### config.mk
export PLATFORM = sky130hd
export DESIGN_NAME = axi_mon_wr_id_tracker
export DESIGN_NICKNAME = d
export VERILOG_FILES = /design/src/rtl/slv_pkg.sv /design/src/rtl/axi_mon_id_slot.sv /design/src/rtl/axi_mon_wr_id_tracker.sv
export SDC_FILE = /design/constraint.sdc
export NUM_CORES = 2
export LEC_CHECK = 0
export CAP_MARGIN = 15
export CORE_MARGIN = 3
export CORE_UTILIZATION = 55
export DETAILED_ROUTE_END_ITERATION = 7
export HOLD_SLACK_MARGIN = 0.12
export PLACE_DENSITY = 0.71
export SLEW_MARGIN = 40
export SYNTH_ARGS = -nofsm -noshare
export SYNTH_HDL_FRONTEND = slang
export SYNTH_HIERARCHICAL = 1
export SYNTH_SLANG_ARGS = --single-unit
### constraint.sdc
create_clock -name clk_i -period 6.8 [get_ports clk_i]
set_input_delay 0.68 -clock clk_i [delete_from_list [all_inputs] [get_ports clk_i]]
set_output_delay 0.68 -clock clk_i [all_outputs]
set_load 0.01 [all_outputs]
### src/rtl/slv_pkg.sv
// Shared constants and types for the AXI monitor write-ID tracker.
// Defines ID widths, slot-state layout and derived counter widths.
package slv_pkg;

    localparam int unsigned MaxUniqIds    = 32;
    localparam int unsigned MaxTxnsPerId  = 1;
    localparam int unsigned CntWidth      = 10;
    localparam int unsigned PrescalerDiv  = 1;
    localparam int unsigned AxiIdWidth    = 6;
    localparam int unsigned AxiIntIdWidth = (MaxUniqIds > 1) ? $clog2(MaxUniqIds) : 1;
    localparam int unsigned TxnCntWidth   = $clog2(MaxTxnsPerId + 1);
    localparam int unsigned OutstWidth    = $clog2(MaxUniqIds + 1);

    typedef logic [AxiIdWidth-1:0]    id_t;
    typedef logic [AxiIntIdWidth-1:0] intid_t;
    typedef logic [TxnCntWidth-1:0]   txn_cnt_t;
    typedef logic [CntWidth-1:0]      timer_t;

    typedef struct packed {
        logic     valid;
        id_t      id;
        txn_cnt_t cnt;
        timer_t   timer;
        logic     expired;
    } slot_state_t;

endpackage

### src/rtl/axi_mon_id_slot.sv
// One internal-ID slot: outstanding count, stored external ID, timeout timer
// and the sticky expired / pending-report flags.
module axi_mon_id_slot
    import slv_pkg::*;
(
    input  logic                      clk_i,
    input  logic                      rst_i,
    input  logic                      alloc_i,
    input  logic                      free_i,
    input  logic                      tick_i,
    input  logic                      clear_i,
    input  logic                      report_i,
    input  logic [AxiIdWidth-1:0]     aw_id_i,
    input  logic [CntWidth-1:0]       budget_i,
    output logic                      valid_o,
    output logic [AxiIdWidth-1:0]     id_o,
    output logic                      full_o,
    output logic                      pending_o
);

    slot_state_t r_state;
    slot_state_t w_state_nxt;
    logic        r_pending;
    logic        w_pending_nxt;
    logic        w_last;
    logic        w_expire;

    always_comb begin
        w_state_nxt   = r_state;
        w_pending_nxt = r_pending;
        w_last   = free_i & ~alloc_i & (r_state.cnt == txn_cnt_t'(1));
        // A handshake restarts the timer, so it cannot expire in that same cycle.
        w_expire = tick_i & r_state.valid & ~r_state.expired & (r_state.timer == '0)
                 & ~alloc_i & ~free_i;

        if (alloc_i) begin
            w_state_nxt.valid = 1'b1;
            w_state_nxt.id    = aw_id_i;
        end

        if (alloc_i && !free_i)
            w_state_nxt.cnt = r_state.cnt + txn_cnt_t'(1);
        else if (free_i && !alloc_i)
            w_state_nxt.cnt = r_state.cnt - txn_cnt_t'(1);

        if (alloc_i || free_i)
            w_state_nxt.timer = budget_i;
        else if (tick_i && r_state.valid && !r_state.expired && r_state.timer != '0)
            w_state_nxt.timer = r_state.timer - timer_t'(1);

        if (w_last) begin
            w_state_nxt.valid   = 1'b0;
            w_state_nxt.expired = 1'b0;
        end else if (w_expire) begin
            w_state_nxt.expired = 1'b1;
        end else if (clear_i) begin
            w_state_nxt.expired = 1'b0;
        end

        if (w_expire)
            w_pending_nxt = 1'b1;
        else if (report_i)
            w_pending_nxt = 1'b0;
    end

    always_ff @(posedge clk_i or posedge rst_i) begin
        if (rst_i) begin
            r_state   <= '0;
            r_pending <= 1'b0;
        end else begin
            r_state   <= w_state_nxt;
            r_pending <= w_pending_nxt;
        end
    end

    assign valid_o   = r_state.valid;
    assign id_o      = r_state.id;
    assign full_o    = (r_state.cnt >= txn_cnt_t'(MaxTxnsPerId));
    assign pending_o = r_pending;

endmodule

### src/rtl/axi_mon_wr_id_tracker.sv
// Write-side ID tracker: remaps AW IDs onto internal slots, stalls AW when no
// slot is usable, restores IDs on B and reports per-slot timeouts.
module axi_mon_wr_id_tracker #(
    parameter int unsigned PrescalerDiv = slv_pkg::PrescalerDiv
) (
    input  logic                              clk_i,
    input  logic                              rst_i,
    input  logic                              enable_i,
    input  logic [slv_pkg::CntWidth-1:0]      budget_i,
    input  logic                              clear_i,
    input  logic                              aw_valid_i,
    input  logic [slv_pkg::AxiIdWidth-1:0]    aw_id_i,
    output logic                              aw_ready_o,
    output logic                              aw_valid_o,
    input  logic                              aw_ready_i,
    output logic [slv_pkg::AxiIntIdWidth-1:0] aw_intid_o,
    input  logic                              b_valid_i,
    input  logic                              b_ready_i,
    input  logic [slv_pkg::AxiIntIdWidth-1:0] b_intid_i,
    output logic [slv_pkg::AxiIdWidth-1:0]    b_id_o,
    output logic                              timeout_o,
    output logic [slv_pkg::AxiIntIdWidth-1:0] timeout_intid_o,
    output logic [slv_pkg::AxiIdWidth-1:0]    timeout_id_o,
    output logic                              err_o,
    output logic [slv_pkg::OutstWidth-1:0]    outstanding_o
);
    import slv_pkg::*;

    localparam int unsigned PW = (PrescalerDiv > 1) ? $clog2(PrescalerDiv) : 1;

    logic [PW-1:0]         r_presc;
    logic                  w_tick;
    logic [MaxUniqIds-1:0] w_valid;
    logic [MaxUniqIds-1:0] w_full;
    logic [MaxUniqIds-1:0] w_pending;
    logic [MaxUniqIds-1:0] w_alloc;
    logic [MaxUniqIds-1:0] w_free;
    logic [MaxUniqIds-1:0] w_report;
    id_t                   w_id [MaxUniqIds];

    intid_t                w_match_idx;
    intid_t                w_free_idx;
    intid_t                w_pend_idx;
    intid_t                w_chosen;
    logic                  w_any_match;
    logic                  w_any_free;
    logic                  w_any_pend;
    logic                  w_usable;
    logic                  w_aw_hs;
    logic                  w_b_hs;
    logic [OutstWidth-1:0] w_outst;

    logic                  r_timeout;
    intid_t                r_timeout_intid;
    id_t                   r_timeout_id;
    logic                  r_err;

    // Descending scan so the lowest matching/free/pending index is what remains.
    always_comb begin
        w_match_idx = '0;
        w_free_idx  = '0;
        w_pend_idx  = '0;
        w_any_match = 1'b0;
        w_any_free  = 1'b0;
        w_any_pend  = 1'b0;
        w_outst     = '0;
        for (int i = MaxUniqIds - 1; i >= 0; i--) begin
            if (w_valid[i] && (w_id[i] == aw_id_i)) begin
                w_match_idx = intid_t'(i);
                w_any_match = 1'b1;
            end
            if (!w_valid[i]) begin
                w_free_idx = intid_t'(i);
                w_any_free = 1'b1;
            end
            if (w_pending[i]) begin
                w_pend_idx = intid_t'(i);
                w_any_pend = 1'b1;
            end
            w_outst = w_outst + OutstWidth'(w_valid[i]);
        end
        // A full matching slot stalls so per-ID ordering is kept.
        w_chosen = w_any_match ? w_match_idx : w_free_idx;
        w_usable = w_any_match ? ~w_full[w_match_idx] : w_any_free;
    end

    assign aw_valid_o = aw_valid_i & w_usable & ~rst_i;
    assign aw_ready_o = aw_ready_i & w_usable & ~rst_i;
    assign aw_intid_o = w_usable ? w_chosen : '0;
    assign w_aw_hs    = aw_valid_o & aw_ready_i;
    assign w_b_hs     = b_valid_i & b_ready_i;
    assign b_id_o     = w_id[b_intid_i];
    assign w_tick     = enable_i & (r_presc == PW'(PrescalerDiv - 1));

    for (genvar g = 0; g < MaxUniqIds; g++) begin : g_slot
        assign w_alloc[g]  = w_aw_hs & (w_chosen == intid_t'(g));
        assign w_free[g]   = w_b_hs & w_valid[g] & (b_intid_i == intid_t'(g));
        assign w_report[g] = w_any_pend & (w_pend_idx == intid_t'(g));

        axi_mon_id_slot u_slot (
            .clk_i     (clk_i),
            .rst_i     (rst_i),
            .alloc_i   (w_alloc[g]),
            .free_i    (w_free[g]),
            .tick_i    (w_tick),
            .clear_i   (clear_i),
            .report_i  (w_report[g]),
            .aw_id_i   (aw_id_i),
            .budget_i  (budget_i),
            .valid_o   (w_valid[g]),
            .id_o      (w_id[g]),
            .full_o    (w_full[g]),
            .pending_o (w_pending[g])
        );
    end

    always_ff @(posedge clk_i or posedge rst_i) begin
        if (rst_i) begin
            r_presc <= '0;
        end else if (!enable_i || w_tick) begin
            r_presc <= '0;
        end else begin
            r_presc <= r_presc + PW'(1);
        end
    end

    always_ff @(posedge clk_i or posedge rst_i) begin
        if (rst_i) begin
            r_timeout       <= 1'b0;
            r_timeout_intid <= '0;
            r_timeout_id    <= '0;
            r_err           <= 1'b0;
        end else begin
            r_timeout       <= w_any_pend;
            r_timeout_intid <= w_any_pend ? w_pend_idx : '0;
            r_timeout_id    <= w_any_pend ? w_id[w_pend_idx] : '0;
            r_err           <= w_b_hs & ~w_valid[b_intid_i];
        end
    end

    assign timeout_o       = r_timeout;
    assign timeout_intid_o = r_timeout_intid;
    assign timeout_id_o    = r_timeout_id;
    assign err_o           = r_err;
    assign outstanding_o   = w_outst;

endmodule
==> flow_summary_export.csv <==
group,metric,value,unit
power_and_ir_drop,peakVddDrop,0.759,mV
yosys,synth_edf_count,0,
sta,setup_viol,0,
final_layout,mostFrequentLayoutCell,"dfrtp_1",
final_layout,area_delta_synth_final,8.63,%
grt,antenna_found_initial,3,
sta,fin_crit,6.58,ns
worst_setup_path,critPathTopFamily,"adder cells",
job,drv_cap,0,
drt,vias_per_cell,6.49,
worst_setup_path,crit_path_end_kind,"primary output",
yosys,ys_seq_area_share,36.8,%
worst_setup_path,crit_top_cell,"fa_1",
worst_setup_path,cp_data_arrival_time,5.90,ns
sta,slew_headroom,34.2,%
worst_setup_path,startpoint,"g_slot[27].u_slot/valid_o$_DFFE_PP0P_",
clock_tree,clk_latency,0.66,ns
yosys,synth_async_sr_flop_share,100,%
yosys,yosysUniqueCellTypes,87,
placement,placed_cell_area,45500,um^2
yosys,ys_seq_elements,654,
drt,postRouteAntennaNets,0,
yosys,synthCells,4519,
worst_setup_path,worstSetupPathType,"flop to primary output",
sta,setup_slack,0.218,ns
drt,vias,36200,
worst_setup_path,timing.critical_path.cells,"inv_1 -> fa_1 -> fa_1 -> inv_1 -> fa_1 -> fa_1 -> inv_1 -> fa_1 -> fa_1 -> inv_1 -> ha_1 -> a21o_1 -> a21oi_1 -> nor2b_1 -> o21a_1 -> clkdlybuf4s50_1",
drt,drcViolationCount,0,
sta,rsz0062_at_grt,"false",
yosys,synth.avg_cell_area,9.84,um^2
sta,slew_violations,0,
worst_setup_path,crit_buf_inv,5,
worst_setup_path,cp.required,6.12,ns
worst_setup_path,crit_fanout,2,
final_layout,stdcell_area,48300,um^2
clock_tree,numCtsBuffers,76,
placement,hpwl,101000,um
final_layout,utilization,60.7,%
final_layout,drive_above_1_share,17.9,%
clock_tree,clk_pin_slew,0.06,ns
grt,overflow,0,
drt,dr.pass1.iters,6,
yosys,yosys_warnings,6,
sta,fin_worst_skew,0.0447,ns
yosys,yosys.area.top_type,"dfrtp_1",
clock_tree,cts_sinks,654,
power_and_ir_drop,powerDensity,378,nW/um^2
clock_tree,cts_tree,"yes",
drt,wl_per_cell,25.3,um
floorplanning,rows,103,
sta,timing.final.crit_share,96.8,%
clock_tree,clockRootBuffer,"clkbuf_16",
yosys,synth.area.top_cells,"dfrtp_1 37%, mux2_2 5.1%, mux2i_1 4.4%",
placement,gp_congestion,1.03,
yosys,syn_area,44500,um^2
clock_tree,htreeDepth,3,
final_layout,nFillCells,6636,
drt,initialDrtViolationCount,3529,
placement,io_buffers,60,
sta,worst_pin_slew,0.980,ns
yosys,synthDominantCellAreaShare,36.8,%
floorplanning,die_w,290,um
placement,pre_cts_slack,0.510,ns
worst_setup_path,slowest_stage,"fa_1",
floorplanning,io-pin-count,61,
grt,grt_pass1_vias,34900,
worst_setup_path,r2r-start,"g_slot[2].u_slot/valid_o$_DFFE_PP0P_",
floorplanning,start_util,55.9,%
placement,place_inst,5434,
final_layout,nets,4618,
sta,finalSetupTns,0,ns
final_layout,final_cells,5574,
drt,wl,141000,um
power_and_ir_drop,p_leak,21.6,nW
worst_setup_path,cp-start-kind,"flop",
floorplanning,die_y,290,um
status,outcome,"complete, no violations",
yosys,ys.flop_type,"dfrtp_1",
sta,hold_violations,0,
worst_setup_path,max_stage_delay,0.63,ns
yosys,synthesis.nets,4675,
clock_tree,cts_buffer_depth,3,
min_path,hold_path_class,"input pin to async pin",
floorplanning,die_area,84300,um^2
floorplanning,core_area,79500,um^2
grt,grt_pass1_wl,215000,um
final_layout,final_cell_mix,"653 x dfrtp_1, 376 x nor2_1, 273 x inv_1",
grt,grt_usage,33.0,%
grt,grt_start_max_net_pins,65,
sta,clock.fmax,0.152,GHz
-- worst register-to-register path, stage by stage (launching register included) --
cell and delay [ns]:
dfrtp_1 0.76, nand4_1 0.18, nor4_1 0.56, nor2_1 0.16, o31a_1 0.14, o32ai_1 0.31, or2_1 0.46, mux2i_1 0.14
mux2_2 0.28, a22oi_1 0.25, and4_4 0.67, nor3_1 0.21, inv_1 0.14, ha_1 0.60, inv_1 0.19, a311oi_1 0.30
nor3_1 0.08
-- registers in the layout, indices dropped and copies added (netlist names) --
register	flops
timeout_id_o	6
g_slot.u_slot/valid_o	32
g_slot.u_slot/r_state	384
r_presc	1
g_slot.u_slot/pending_o	32
timeout_o	1
g_slot.u_slot/id_o	192
timeout_intid_o	5
err_o	1
-- cell type report --
cell class                 instances  area, um^2  share of cell area (%)
tap                             1050        1310                    2.72
antenna                            2        5.00                  0.0104
clock buffer                     108        2250                    4.67
inverter                         307        1150                    2.39
sequential                       654       16400                    33.9
multi-input combinational       3193       24900                    51.5
timing repair buffer             230        1860                    3.86
clock inverter                    30         493                    1.02
-- worst paths after layout --
| kind | cells past startpoint | end | slack (ns) |
|---|---|---|---|
| max in group asynchronous | 3 | g_slot[25].u_slot/valid_o$_DFFE_PP0P_ | 5.81 |
| worst min register to register | 1 | g_slot[15].u_slot/r_state[11]$_DFFE_PP0P_ | 0.56 |
| min in group clk_i | 1 | g_slot[15].u_slot/r_state[11]$_DFFE_PP0P_ | 0.56 |
| worst max-delay path | 16 | outstanding_o[5] | 0.22 |
| worst max register to register | 16 | g_slot[9].u_slot/r_state[9]$_DFFE_PP0P_ | 1.23 |
| worst min-delay path | 3 | g_slot[27].u_slot/id_o[2]$_DFFE_PP0P_ | 0.53 |
-- cells by family (layout without fill, tap and decap cells) --
| kind of cell | after synthesis | after routing | share of synthesized area [%] |
|---|---|---|---|
| AOI/OAI and AO/OA | 829 | 829 | 13.5 |
| adders and majority gates | 127 | 127 | 3.98 |
| muxes | 468 | 468 | 13.1 |
| other | 1 | 3 | 0.00843 |
| DFF | 654 | 654 | 36.8 |
| and+or+nand+nor | 1509 | 1509 | 19.8 |
| buffers and inverters | 672 | 675 | 7.66 |
| xor gates and xnor gates | 259 | 259 | 5.10 |
-- routing by layer --
metal  track usage, %  vias up  wire length, um
li1                 -    16200                -
met3             5.98      331            12300
met5                0        -               20
met1             46.0    18000            59500
met2             49.8     1543            61800
met4             16.1        2             7520
-- stage by stage --
step	power [W]	hold slack (ns)
after global routing	0.0188	0.569
after global placement	0.0133	0.540
after floorplan	0.0100	0.474
final	0.0182	0.535
after CTS	0.0179	0.483
after detailed placement	0.0134	0.542
-- cells in the mapped netlist, drive strengths merged (12+ instances only) --
cell type / number
xor2: 128
a21oi: 163
nand3b: 35
nor3: 228
a31oi: 73
o22a: 32
o41ai: 31
inv: 306
o311ai: 32
nand2: 158
and3: 65
mux2: 201
or4b: 31
nor4: 83
a22oi: 52
buf: 259
fa: 24
nand3: 21
nand2b: 79
mux4: 70
o31ai: 99
and3b: 32
clkbuf: 106
o21a: 65
o21ai: 149
and2: 36
nor2: 381
nor3b: 38
and4: 32
xnor2: 131
dfrtp: 654
a311oi: 32
nor2b: 73
a211oi: 12
mux2i: 197
o211ai: 40
ha: 103
or4: 40
or2: 14
nand4: 149
-- repair_timing --
action,CTS,global route
setup buffers,0,0
endpoints found under the setup margin,0,1
hold buffers,0,0
resized for setup,0,2
-- power by group --
group	switching (W)	internal [W]
registers	0.000718	0.00440
logic	0.00564	0.00301
clock network	0.00176	0.00271
Note: power is estimated with default switching activity, not from simulation.
